## src/rtl/mmio_uart_tx.sv

```systemverilog
// mmio_uart_tx: memory-mapped 8N1 UART transmitter on the data-store bus.
//   A store to BASE_ADDR pushes wdata[7:0] into a small FIFO.
//   A load from BASE_ADDR+4 returns STATUS.
//   A store to BASE_ADDR+4 with wdata[2]=1 clears the sticky overflow flag.
// Ports:
//   clk    system clock, rising edge
//   reset  asynchronous, active-low reset
//   we     store strobe
//   re     load strobe (qualifies rdata)
//   addr   byte address
//   wdata  store data
//   rdata  combinational load data: STATUS = {25'b0, count, overflow, empty, full}
//   tx     registered serial line, idles high
//   busy   FSM not idle or FIFO non-empty
module mmio_uart_tx #(
  parameter int unsigned CLKS_PER_BIT = 16,
  parameter int unsigned FIFO_DEPTH   = 4,
  parameter logic [31:0] BASE_ADDR    = 32'h0000_1000
) (
  input  logic        clk,
  input  logic        reset,
  input  logic        we,
  input  logic        re,
  input  logic [31:0] addr,
  input  logic [31:0] wdata,
  output logic [31:0] rdata,
  output logic        tx,
  output logic        busy
);

  localparam int unsigned PW = (FIFO_DEPTH > 1) ? $clog2(FIFO_DEPTH) : 1;
  localparam int unsigned BW = (CLKS_PER_BIT > 1) ? $clog2(CLKS_PER_BIT) : 1;

  typedef enum logic [1:0] {IDLE, START, DATA, STOP} state_t;

  state_t          state, state_n;
  logic [BW-1:0]   baud, baud_n;
  logic [2:0]      bitcnt, bitcnt_n;
  logic [7:0]      shift, shift_n;
  logic            tx_n;

  logic [7:0]      mem [FIFO_DEPTH];
  logic [PW-1:0]   wr_ptr, rd_ptr;
  logic [3:0]      count;
  logic            overflow;
  logic            empty, full;

  logic            pop;
  logic            push_req, push_ok, push_drop, ovf_clr;
  logic            baud_last;

  assign empty = (count == 4'd0);
  assign full  = (count == 4'(FIFO_DEPTH));
  assign busy  = (state != IDLE) || !empty;

  assign push_req  = we && (addr == BASE_ADDR);
  // A pop on the same edge frees a slot, so a push into a full FIFO still lands.
  assign push_ok   = push_req && (!full || pop);
  assign push_drop = push_req && full && !pop;
  assign ovf_clr   = we && (addr == BASE_ADDR + 32'd4) && wdata[2];

  // Only the low byte of a TXDATA store is meaningful.
  logic unused_wdata;
  assign unused_wdata = ^wdata[31:8];

  always_comb begin
    rdata = '0;
    if (re && (addr == BASE_ADDR + 32'd4))
      rdata = {25'b0, count, overflow, empty, full};
  end

  // FIFO storage needs no reset: pointers and count define validity.
  always_ff @(posedge clk) begin
    if (push_ok)
      mem[wr_ptr] <= wdata[7:0];
  end

  always_ff @(posedge clk or negedge reset) begin
    if (!reset) begin
      wr_ptr   <= '0;
      rd_ptr   <= '0;
      count    <= '0;
      overflow <= 1'b0;
    end else begin
      if (push_ok) wr_ptr <= wr_ptr + PW'(1);
      if (pop)     rd_ptr <= rd_ptr + PW'(1);
      count <= count + 4'(push_ok) - 4'(pop);
      // A dropped push outranks a clear on the same edge.
      if (push_drop)
        overflow <= 1'b1;
      else if (ovf_clr)
        overflow <= 1'b0;
    end
  end

  assign baud_last = (baud == BW'(CLKS_PER_BIT - 1));

  always_ff @(posedge clk or negedge reset) begin
    if (!reset) begin
      state  <= IDLE;
      baud   <= '0;
      bitcnt <= '0;
      shift  <= '0;
      tx     <= 1'b1;
    end else begin
      state  <= state_n;
      baud   <= baud_n;
      bitcnt <= bitcnt_n;
      shift  <= shift_n;
      tx     <= tx_n;
    end
  end

  always_comb begin
    state_n  = state;
    baud_n   = baud + BW'(1);
    bitcnt_n = bitcnt;
    shift_n  = shift;
    pop      = 1'b0;
    case (state)
      IDLE: begin
        baud_n = '0;
        if (!empty) begin
          pop      = 1'b1;
          shift_n  = mem[rd_ptr];
          bitcnt_n = '0;
          state_n  = START;
        end
      end
      START: begin
        if (baud_last) begin
          baud_n  = '0;
          state_n = DATA;
        end
      end
      DATA: begin
        if (baud_last) begin
          baud_n = '0;
          if (bitcnt == 3'd7) begin
            state_n = STOP;
          end else begin
            shift_n  = shift >> 1;
            bitcnt_n = bitcnt + 3'd1;
          end
        end
      end
      STOP: begin
        if (baud_last) begin
          baud_n = '0;
          if (!empty) begin
            pop      = 1'b1;
            shift_n  = mem[rd_ptr];
            bitcnt_n = '0;
            state_n  = START;
          end else begin
            state_n = IDLE;
          end
        end
      end
      default: begin
        baud_n  = '0;
        state_n = IDLE;
      end
    endcase
  end

  // tx is computed from the next state so the registered line changes on the
  // same edge as the state it represents.
  always_comb begin
    tx_n = 1'b1;
    case (state_n)
      START:   tx_n = 1'b0;
      DATA:    tx_n = shift_n[0];
      default: tx_n = 1'b1;
    endcase
  end

endmodule

```

## config.mk

```make
export PLATFORM = sky130hd
export DESIGN_NAME = mmio_uart_tx
export DESIGN_NICKNAME = d
export VERILOG_FILES = /design/src/rtl/mmio_uart_tx.sv
export SDC_FILE = /design/constraint.sdc
export NUM_CORES = 1
export LEC_CHECK = 0
export CAP_MARGIN = 40
export CORE_MARGIN = 5
export CORE_UTILIZATION = 35
export CTS_BUF_LIST = sky130_fd_sc_hd__clkbuf_8
export DETAILED_ROUTE_END_ITERATION = 10
export HOLD_SLACK_MARGIN = 0.03
export PLACE_DENSITY = 0.75
export SETUP_SLACK_MARGIN = 0.4
export SYNTH_ARGS = -nofsm -noshare
export SYNTH_HDL_FRONTEND = slang
export SYNTH_SLANG_ARGS = --single-unit
```

## constraint.sdc

```tcl
create_clock -name clk -period 5.85 [get_ports clk]
set_input_delay 1.17 -clock clk [delete_from_list [all_inputs] [get_ports clk]]
set_output_delay 1.17 -clock clk [all_outputs]
set_load 0.02 [all_outputs]
```

==> qor.json <==
{
  "run_status": "finished clean",
  "start_kind": "input pin",
  "post_synth_instance_area_um2": 3090,
  "postSynth.topFlopCell": "sky130_fd_sc_hd__edfxtp_1",
  "cts-root-buf": "sky130_fd_sc_hd__clkbuf_8",
  "postCtsSetupRepairBufs": 0,
  "number_of_failing_hold_endpoints_at_the_final_stage": 0,
  "cp.buffers_inverters": 2,
  "min_path_type": "register to register",
  "clock_insertion_delay_worst_skew_ns": 0.33,
  "seq_area_um2": 1640,
  "layout_setup_ws_ns": 1.39,
  "warnings_from_yosys": 0,
  "floorplan.rows": 34,
  "routed_wirelength_um": 5410,
  "area_growth_syn_to_layout_pct": 24.1,
  "cts.repair.resized": 0,
  "worst_r2r_endpoint": "count[2]",
  "dieArea_um2": 10800,
  "critical_path.startpoint": "addr[18]",
  "power-per-cell-area_nw_per_um2": 220,
  "ir_drop_uv": 190,
  "timing.final.setup_violations": 0,
  "dp_hpwl_um": 4230,
  "start_util_pct": 35.6,
  "timing.critical_path.to_type": "output port",
  "port_buffers": 52,
  "cts-hold-fix-buffers": 0,
  "netlist.top_cell.by_area": "sky130_fd_sc_hd__edfxtp_1",
  "vias_per_cell": 4.70,
  "route.antenna.remaining_nets": 0,
  "cp.depth": 6,
  "track_usage_pct": 9.98,
  "wire_length_of_the_first_global_routing_pass_um": 8930,
  "static_leakage_nw": 1.53,
  "drt-pass1-iter-count": 4,
  "avgSynthCellArea_um2": 12.9,
  "crit_path_to": "rdata[2]",
  "first_global_vias": 1953,
  "tritoncts.num_buffers": 9,
  "clock_tree.buffer_depth": 2,
  "yosys.area.top_type_share_pct": 31.1,
  "synth_edf_count": 32,
  "ios": 102,
  "maxCapViolCount": 0,
  "clock_tree.htree_level_count": 3,
  "crit_required_ns": 4.68,
  "path_max_fanout": 6,
  "drt_iter0_markers": 61,
  "timing.final.crit_period_ns": 4.46,
  "kind_of_critical_path": "input pin to output port",
  "die_y_um": 104,
  "timing.rr.start": "baud[0]",
  "pin_count_of_the_biggest_net_entering_global_routing": 28,
  "drive_above_1_share_pct": 14.2,
  "timing_worst_slew_pin_value_ns": 0.555,
  "dr_total_vias": 1931,
  "cts_tree": "yes",
  "finalCritPeriodShare_pct": 76.2,
  "core-area_um2": 8680,
  "crit_path_top_delay_cell": "sky130_fd_sc_hd__clkdlybuf4s50_1",
  "r2r.worst_path.cells": 11,
  "number_of_cells_on_the_worst_hold_path": 2,
  "cp_slowest_stage_delay_ns": 0.60,
  "slew_violations": 0,
  "critical_path.cell_chain": "clkdlybuf4s50_1 -> nor4_1 -> nand4_2 -> nor3_1 -> and2_1 -> clkdlybuf4s50_1",
  "top_family_by_delay_on_critical_path": "simple AND/OR/NAND/NOR gates",
  "drt-wirelength-per-cell_um": 13.2,
  "worst-r2r-setup-slack_ns": 2.81,
  "timing.clock.skew_ns": 0.00841,
  "num-fill-cells": 787,
  "grt_overflow": 0,
  "ys_seq_area_share_pct": 53.1,
  "antenna_found_initial": 0,
  "synthMostInstantiatedCell": "sky130_fd_sc_hd__edfxtp_1",
  "finalNetCount": 385,
  "max_freq_mhz": 224,
  "drc": 0,
  "critPathArrivalTime_ns": 3.29,
  "synth_top_cells_by_count": "32 x sky130_fd_sc_hd__edfxtp_1, 26 x sky130_fd_sc_hd__buf_4, 26 x sky130_fd_sc_hd__dfrtp_1",
  "synth_area_leaders": "sky130_fd_sc_hd__edfxtp_1 31%, sky130_fd_sc_hd__dfrtp_1 21%, sky130_fd_sc_hd__ha_1 7.3%, sky130_fd_sc_hd__buf_4 6.3%, sky130_fd_sc_hd__mux4_2 5.8%",
  "rsz0062_at_grt": "false",
  "cpMostUsedCell": "sky130_fd_sc_hd__clkdlybuf4s50_1",
  "tns_ns": 0,
  "synth_register_bits": 59,
  "clkSinkCount": 59,
  "syn_inst": 239,
  "detailedPlace.worstSlack_ns": 1.38,
  "multiInputGateArea_um2": 1270,
  "gp_congestion": 0.756,
  "fp.dieW_um": 104,
  "worst_setup_hold_path_clk_slew_ns": 0.06,
  "synthDistinctLibCells": 46,
  "n_antenna_cell": 0,
  "ys_async_sr_fraction_pct": 45.8,
  "relSlewSlack_pct": 63.0
}
cells in the final DEF (no fill, tap or decap), types with 8 or more instances in the layout:
| master | count |
|---|---|
| sky130_fd_sc_hd__edfxtp_1 | 32 |
| sky130_fd_sc_hd__nor2_1 | 10 |
| sky130_fd_sc_hd__ha_1 | 18 |
| sky130_fd_sc_hd__conb_1 | 25 |
| sky130_fd_sc_hd__clkbuf_8 | 9 |
| sky130_fd_sc_hd__inv_1 | 13 |
| sky130_fd_sc_hd__mux2i_1 | 9 |
| sky130_fd_sc_hd__clkdlybuf4s50_1 | 52 |
| sky130_fd_sc_hd__o21ai_0 | 12 |
| sky130_fd_sc_hd__dfrtp_1 | 26 |
| sky130_fd_sc_hd__mux4_2 | 8 |
| sky130_fd_sc_hd__nand2_1 | 17 |
worst register-to-register path, stage by stage (launching register included):
cell and delay [ns]:
sky130_fd_sc_hd__dfrtp_1 0.41, sky130_fd_sc_hd__ha_1 0.31, sky130_fd_sc_hd__a41o_1 0.23, sky130_fd_sc_hd__nor3b_2 0.33
sky130_fd_sc_hd__nor2_1 0.14, sky130_fd_sc_hd__nor3b_4 0.36, sky130_fd_sc_hd__inv_1 0.09, sky130_fd_sc_hd__ha_1 0.28
sky130_fd_sc_hd__inv_1 0.04, sky130_fd_sc_hd__ha_1 0.20, sky130_fd_sc_hd__fa_1 0.38, sky130_fd_sc_hd__xor2_1 0.17
cell families (layout without fill, tap and decap cells):
family	count (synthesis)	after routing	share of synthesized area (%)
buf+inv	44	84	8.59
fa+ha+maj	19	19	7.95
flops	59	59	53.1
simple gates	63	63	13.1
compound gates	29	29	6.20
mux	18	18	9.24
xor+xnor	6	6	1.70
other cells	1	25	0.121
registers in the layout, summed over array words and instances (netlist names):
name / count
bitcnt: 3
state: 2
rd_ptr: 2
tx: 1
overflow: 1
wr_ptr: 2
shift: 8
mem: 32
baud: 4
count: 4
per-stage QoR:
step	total power, mW	std cells	hold slack, ns	utilization (%)	area (um^2)
6_report	0.843	411	0.491	44.1	3830
5_1_grt	0.879	411	0.513	44.1	3830
4_1_cts	0.854	411	0.499	44.1	3830
3_5_place_dp	0.501	395	0.480	41.9	3640
3_3_place_gp	0.500	395	0.461	41.9	3640
2_1_floorplan	0.477	263	0.450	-	3180
report_power, final:
group          total (mW)  leakage, nW  switching (mW)  internal, mW
Sequential          0.439        0.617    0.0000000459         0.439
Combinational      0.0537        0.819          0.0268        0.0270
Clock               0.351       0.0966           0.156         0.195
Total               0.843         1.53           0.183         0.660
area by class of cell:
class	count	area share, %
Tap cell	108	3.53
Sequential cell	59	42.7
Timing Repair Buffer	55	14.2
Clock buffer	9	3.23
Inverter	13	1.27
Multi-Input combinational cell	160	33.2
Clock inverter	7	1.80
layer usage:
| metal | GRT usage, % | vias up | routed length [um] |
|---|---|---|---|
| met2 | 16.6 | 57 | 2710 |
| met4 | 3.33 | 0 | 68 |
| met1 | 12.5 | 924 | 2350 |
| met5 | 0 | - | 0 |
| met3 | 2.79 | 8 | 288 |
| li1 | - | 942 | - |
worst min path at each step:
stage / startpoint / end / slack [ns]
after global placement: shift[2] / shift[1] / 0.46
after detailed placement: shift[2] / shift[1] / 0.48
after floorplan: shift[2] / shift[1] / 0.45
final: shift[5] / shift[4] / 0.49
after CTS: shift[5] / shift[4] / 0.50
after global routing: shift[7] / shift[6] / 0.51
Power figures use the tool's default switching activity.
